$ cat src/rtl/regfile_write_scheduler.sv
// rtl/regfile_write_scheduler.sv - register file write-port arbiter with long-latency scoreboard
//
// Shares the register file's single write port between the in-order writeback
// stage (pipe) and the long-latency unit (long). Each requester has a
// one-entry buffer. A round-robin arbiter grants one buffer per cycle into a
// registered write port. An optional scoreboard tracks outstanding
// long-latency destinations so decode can stall on RAW hazards.
//
// Optional feature macro: REGFILE_SCOREBOARD_EN (defined = scoreboard present;
// undefined = issue_accept 1, query_busy_* 0, pending_count 0, scoreboard_error 0).
//
// Ports:
//   clock, resetn                      clock, synchronous active-low reset
//   pipe_valid/ready/address/strobe/data   writeback write request
//   long_valid/ready/address/strobe/data   long-latency write request
//   issue_valid, issue_address, issue_accept  long-latency issue into scoreboard
//   query_address_1/2, query_busy_1/2      decode source hazard query
//   rf_write_enabled/address/strobe/data   registered register file write port
//   pending_count, scoreboard_error        scoreboard status

module regfile_write_scheduler #(
    parameter int MAX_PENDING = 4
) (
    input  logic        clock,
    input  logic        resetn,

    input  logic        pipe_valid,
    output logic        pipe_ready,
    input  logic [4:0]  pipe_address,
    input  logic [3:0]  pipe_strobe,
    input  logic [31:0] pipe_data,

    input  logic        long_valid,
    output logic        long_ready,
    input  logic [4:0]  long_address,
    input  logic [3:0]  long_strobe,
    input  logic [31:0] long_data,

    input  logic        issue_valid,
    input  logic [4:0]  issue_address,
    output logic        issue_accept,

    input  logic [4:0]  query_address_1,
    input  logic [4:0]  query_address_2,
    output logic        query_busy_1,
    output logic        query_busy_2,

    output logic        rf_write_enabled,
    output logic [4:0]  rf_write_address,
    output logic [3:0]  rf_write_strobe,
    output logic [31:0] rf_write_data,

    output logic [2:0]  pending_count,
    output logic        scoreboard_error
);

    // Request buffers
    logic        pipe_full_q, pipe_full_d;
    logic [4:0]  pipe_addr_q, pipe_addr_d;
    logic [3:0]  pipe_strb_q, pipe_strb_d;
    logic [31:0] pipe_data_q, pipe_data_d;

    logic        long_full_q, long_full_d;
    logic [4:0]  long_addr_q, long_addr_d;
    logic [3:0]  long_strb_q, long_strb_d;
    logic [31:0] long_data_q, long_data_d;

    // 1 = long was granted most recently; resets to 1 so pipe wins the first tie
    logic        last_long_q, last_long_d;

    // Registered write port
    logic        rf_we_q, rf_we_d;
    logic [4:0]  rf_addr_q, rf_addr_d;
    logic [3:0]  rf_strb_q, rf_strb_d;
    logic [31:0] rf_data_q, rf_data_d;
    logic        rf_src_long_q, rf_src_long_d;

    logic grant_pipe;
    logic grant_long;
    logic pipe_accept;
    logic long_accept;

    always_comb begin
        grant_pipe  = pipe_full_q && (!long_full_q || last_long_q);
        grant_long  = long_full_q && !grant_pipe;
        pipe_ready  = !pipe_full_q || grant_pipe;
        long_ready  = !long_full_q || grant_long;
        pipe_accept = pipe_valid && pipe_ready;
        long_accept = long_valid && long_ready;
    end

    always_comb begin
        pipe_full_d = pipe_full_q;
        pipe_addr_d = pipe_addr_q;
        pipe_strb_d = pipe_strb_q;
        pipe_data_d = pipe_data_q;
        long_full_d = long_full_q;
        long_addr_d = long_addr_q;
        long_strb_d = long_strb_q;
        long_data_d = long_data_q;

        // Grant drains the buffer; a same-cycle accept refills it
        if (grant_pipe) begin
            pipe_full_d = 1'b0;
        end
        if (pipe_accept) begin
            pipe_full_d = 1'b1;
            pipe_addr_d = pipe_address;
            pipe_strb_d = pipe_strobe;
            pipe_data_d = pipe_data;
        end
        if (grant_long) begin
            long_full_d = 1'b0;
        end
        if (long_accept) begin
            long_full_d = 1'b1;
            long_addr_d = long_address;
            long_strb_d = long_strobe;
            long_data_d = long_data;
        end
    end

    always_comb begin
        last_long_d   = last_long_q;
        rf_we_d       = 1'b0;
        rf_addr_d     = rf_addr_q;
        rf_strb_d     = rf_strb_q;
        rf_data_d     = rf_data_q;
        rf_src_long_d = rf_src_long_q;

        // Address 0 entries still take the port for a cycle but never write
        if (grant_pipe) begin
            rf_we_d       = (pipe_addr_q != 5'd0);
            rf_addr_d     = pipe_addr_q;
            rf_strb_d     = pipe_strb_q;
            rf_data_d     = pipe_data_q;
            rf_src_long_d = 1'b0;
            last_long_d   = 1'b0;
        end else if (grant_long) begin
            rf_we_d       = (long_addr_q != 5'd0);
            rf_addr_d     = long_addr_q;
            rf_strb_d     = long_strb_q;
            rf_data_d     = long_data_q;
            rf_src_long_d = 1'b1;
            last_long_d   = 1'b1;
        end
    end

    always_ff @(posedge clock) begin
        if (!resetn) begin
            pipe_full_q   <= 1'b0;
            pipe_addr_q   <= 5'd0;
            pipe_strb_q   <= 4'd0;
            pipe_data_q   <= 32'd0;
            long_full_q   <= 1'b0;
            long_addr_q   <= 5'd0;
            long_strb_q   <= 4'd0;
            long_data_q   <= 32'd0;
            last_long_q   <= 1'b1;
            rf_we_q       <= 1'b0;
            rf_addr_q     <= 5'd0;
            rf_strb_q     <= 4'd0;
            rf_data_q     <= 32'd0;
            rf_src_long_q <= 1'b0;
        end else begin
            pipe_full_q   <= pipe_full_d;
            pipe_addr_q   <= pipe_addr_d;
            pipe_strb_q   <= pipe_strb_d;
            pipe_data_q   <= pipe_data_d;
            long_full_q   <= long_full_d;
            long_addr_q   <= long_addr_d;
            long_strb_q   <= long_strb_d;
            long_data_q   <= long_data_d;
            last_long_q   <= last_long_d;
            rf_we_q       <= rf_we_d;
            rf_addr_q     <= rf_addr_d;
            rf_strb_q     <= rf_strb_d;
            rf_data_q     <= rf_data_d;
            rf_src_long_q <= rf_src_long_d;
        end
    end

    assign rf_write_enabled = rf_we_q;
    assign rf_write_address = rf_addr_q;
    assign rf_write_strobe  = rf_strb_q;
    assign rf_write_data    = rf_data_q;

`ifdef REGFILE_SCOREBOARD_EN
    // Bit 0 is held at 0 so address 0 never reads busy
    logic [31:0] busy_q, busy_d;
    logic [2:0]  pending_q, pending_d;
    logic        err_q, err_d;

    logic issue_set;
    logic commit_clr;
    logic clr_hit;

    always_comb begin
        // Uses the registered busy bit, so a register clearing this cycle still blocks re-issue
        issue_accept = (issue_address == 5'd0) ||
                       (!busy_q[issue_address] && (pending_q != 3'(MAX_PENDING)));
        issue_set    = issue_valid && issue_accept && (issue_address != 5'd0);
        // Clear on the same edge the register file commits the long write
        commit_clr   = rf_we_q && rf_src_long_q;
        clr_hit      = commit_clr && busy_q[rf_addr_q];
        query_busy_1 = busy_q[query_address_1];
        query_busy_2 = busy_q[query_address_2];
    end

    always_comb begin
        busy_d    = busy_q;
        pending_d = pending_q;
        err_d     = err_q;
        if (commit_clr) begin
            if (clr_hit) begin
                busy_d[rf_addr_q] = 1'b0;
            end else begin
                err_d = 1'b1;
            end
        end
        if (issue_set) begin
            busy_d[issue_address] = 1'b1;
        end
        busy_d[0] = 1'b0;
        pending_d = pending_q + {2'b00, issue_set} - {2'b00, clr_hit};
    end

    always_ff @(posedge clock) begin
        if (!resetn) begin
            busy_q    <= 32'd0;
            pending_q <= 3'd0;
            err_q     <= 1'b0;
        end else begin
            busy_q    <= busy_d;
            pending_q <= pending_d;
            err_q     <= err_d;
        end
    end

    assign pending_count    = pending_q;
    assign scoreboard_error = err_q;
`else
    logic unused_sb_inputs;
    assign unused_sb_inputs = ^{issue_valid, issue_address, query_address_1,
                                query_address_2, rf_src_long_q};

    assign issue_accept     = 1'b1;
    assign query_busy_1     = 1'b0;
    assign query_busy_2     = 1'b0;
    assign pending_count    = 3'd0;
    assign scoreboard_error = 1'b0;
`endif

endmodule

$ cat config.mk
export PLATFORM = sky130hd
export DESIGN_NAME = regfile_write_scheduler
export DESIGN_NICKNAME = d
export VERILOG_FILES = /design/src/rtl/regfile_write_scheduler.sv
export SDC_FILE = /design/constraint.sdc
export NUM_CORES = 1
export LEC_CHECK = 0
export CAP_MARGIN = 15
export CELL_PAD_IN_SITES_DETAIL_PLACEMENT = 1
export CELL_PAD_IN_SITES_GLOBAL_PLACEMENT = 2
export CORE_MARGIN = 2
export CORE_UTILIZATION = 28
export DETAILED_ROUTE_END_ITERATION = 12
export PLACE_DENSITY = 0.81
export SYNTH_ARGS = -nofsm -noshare
export SYNTH_HDL_FRONTEND = slang
export SYNTH_SLANG_ARGS = --single-unit
$ cat constraint.sdc
create_clock -name clock -period 1.6 [get_ports clock]
set_input_delay 0.4 -clock clock [delete_from_list [all_inputs] [get_ports clock]]
set_output_delay 0.4 -clock clock [all_outputs]
set_load 0.02 [all_outputs]
==> results.py <==
metrics = {
    "drt": {
        "vias_per_cell": 4.68,
        "vias": 4752,
        "drc": 0,
        "dr.pass1.iters": 4,
        "wirelength_um": 16300,
        "antenna_left": 0,
        "dr.first_iter.drc_count": 132,
        "wl_per_cell_um": 16.1,
    },
    "synth": {
        "ys_warn_count": 0,
        "synth-async-reset-ratio": 0,
        "netlist_area_sq_mm": 0.00543,
        "ys_types": 26,
        "synthTopCellsByArea": "dfxtp_1 (47%), mux2i_1 (15%), nand2_1 (11%)",
        "synth_edf_count": 0,
        "syn_inst": 622,
        "synth_top_flop_cell": "dfxtp_1",
        "ys_seq_area_frac": 0.469,
        "synth_top_area_share": 0.469,
        "synthMostInstantiatedCell": "nand2_1",
        "ys_seq_elements": 127,
        "synth_common_cells": "nand2_1 (166), dfxtp_1 (127), mux2i_1 (82), nor2_1 (43), nor3_1 (41)",
        "syn_avg_cell_area_sq_um": 8.72,
        "yosys.area.top_type": "dfxtp_1",
    },
    "power_and_ir_drop": {
        "power_density_mw_per_mm2": 1150,
        "leakagePower_nw": 3.25,
        "peakVddDrop_v": 0.000662,
    },
    "sta": {
        "clock_skew_ns": 0.0112,
        "period_minus_slack_ns": 1.55,
        "whs_ns": 0.309,
        "slew_viol_final": 0,
        "finalCritPeriodShare": 0.971,
        "max_freq_ghz": 0.643,
        "hold_violations": 0,
        "rsz0062_at_grt": "yes",
        "final-setup-viol-count": 0,
    },
    "clocking": {
        "clockBufferDepth": 2,
        "clk_pin_slew_ns": 0.06,
        "root_buffer": "clkbuf_16",
        "htree_num_levels": 4,
        "cts_buffers": 17,
        "worst_skew_pair.late_latency_ns": 0.42,
        "cts_hold_buf": 0,
        "postCtsSetupBuffers": 0,
        "cts_sinks": 127,
        "cts_tree": "done",
    },
    "critical_path": {
        "cp_max_fo": 3,
        "cp.required_ns": 1.20,
        "reg2reg_from": "long_full_q",
        "critical_path_arrival_ns": 1.15,
        "crit_end": "pipe_ready",
        "r2r_slack_ns": 0.21,
        "timing.rr.end": "rf_write_strobe[2]",
        "end_kind": "primary output",
        "crit_start": "last_long_q",
        "ff2ff_path_depth": 5,
        "path_class": "reg2out",
        "start_kind": "flip-flop",
    },
    "floorplanning": {
        "fp.dieH_um": 143,
        "core-area_sq_mm": 0.0188,
        "dieArea_sq_mm": 0.0205,
        "die_w_um": 143,
        "initial_core_util": 0.288,
        "io_pins": 153,
        "rows": 50,
    },
    "grt": {
        "grt_pass1_vias": 5109,
        "grt_most_used_layer": "met2",
        "grtUsageMet1": 0.196,
        "antenna_found_initial": 0,
        "grt_pass1_wl_um": 26000,
        "grt_max_degree": 51,
        "use_met2": 0.285,
        "grt.met3_usage": 0.0423,
        "grt_usage": 0.163,
        "grt_overflow": 0,
    },
    "outcome": {
        "status": "complete, no violations",
    },
    "finish": {
        "drive_above_1_share": 0.112,
        "diodes": 0,
        "design_area_sq_mm": 0.00764,
        "fillCellCount": 2180,
        "regArea_sq_mm": 0.00254,
        "multi_input_area_sq_mm": 0.00254,
        "area_growth_pct": 40.9,
        "layout.nets": 846,
    },
    "flow_run": {
        "cap_viol_max_count": 0,
    },
    "hold_path": {
        "hp-class": "in2reg",
    },
    "place": {
        "place_area_sq_mm": 0.00709,
        "portBuffers": 129,
        "dp_hpwl_um": 10900,
        "gp_congestion": 0.731,
    },
}
[layout make-up]
cell class              instances  share of cell area
flip-flops and latches        127               0.333
multi-input cells             435               0.332
repair buffers                160               0.212
clock buffers                  21              0.0615
well taps                     260              0.0426
clock inverters                10              0.0178
inverters                       3             0.00147
[routing by layer]
layer	share of wire	vias up
met4	0.011	0
met3	0.044	13
li1	-	2326
met1	0.45	2315
met5	0	-
met2	0.50	98
[timing repair]
item | in CTS | in global routing
setup endpoints to repair | 44 | 1
cloned | 0 | 0
gates resized for setup | 50 | 3
[placed cells by master (no fill, tap or decap), types with 4 or more instances in the layout]
cell type        count
mux2i_1             82
clkinv_2             4
dfxtp_1            126
o21ai_1             14
clkdlybuf4s50_1     84
buf_4               19
nor2_1              42
nand2_1            166
conb_1               7
clkbuf_16           17
dlygate4sd2_1       42
a211oi_1            27
o21ai_0             27
nor3_1              41
buf_12              12
a211oi_2            15
[critical path, cell delays in order, from the launching register on]
cell and delay [ns]:
dfxtp_2 0.32, nand3b_1 0.24, buf_6 0.18
[cells by family (layout without fill, tap and decap cells)]
| kind of cell | after synthesis | count (layout) | share of synthesized area |
|---|---|---|---|
| AO/OA/AOI/OAI | 86 | 86 | 0.113 |
| buffers and inverters | 65 | 194 | 0.0710 |
| flip-flops | 127 | 127 | 0.469 |
| multiplexers | 82 | 82 | 0.151 |
| other | 2 | 7 | 0.00138 |
| AND/OR/NAND/NOR | 260 | 260 | 0.194 |
[through the flow]
stage,instances,setup slack [ns],power [mW],TNS (ns),utilization
6_report,1016,0.0458,8.80,0,0.406
5_1_grt,1016,-0.00149,9.21,-0.00149,0.406
4_1_cts,1016,0.0116,8.94,0,0.406
3_5_place_dp,985,-0.0964,4.97,-3.19,0.377
3_3_place_gp,985,-0.0576,4.93,-1.56,0.377
2_1_floorplan,627,0.232,4.31,0,-
[registers in the layout, summed over array words and instances, names as in the netlist, 4 cells and up]
name              flops
long_addr_q           5
long_data_q          32
long_strb_q           4
pipe_addr_q           5
pipe_data_q          32
pipe_strb_q           4
rf_write_address      5
rf_write_data        32
rf_write_strobe       4
[power breakdown]
group	leakage (nW)	internal [mW]	switching, mW
registers	1.05	3.40	0.125
clock network	0.303	2.56	1.41
logic	1.90	0.614	0.692
total	3.25	6.57	2.23
[worst min-delay path by stage]
stage	startpoint	endpoint	slack (ns)	cells after the start
floorplan	pipe_data_q[0]	pipe_data_q[0]	0.43	2
global placement	long_data_q[10]	long_data_q[10]	0.44	2
detailed placement	pipe_data_q[12]	pipe_data_q[12]	0.45	2
CTS	resetn	long_data_q[9]	0.29	3
global route	resetn	long_data_q[9]	0.32	3
finish	resetn	long_data_q[9]	0.31	3
(Power assumes the default switching activity.)
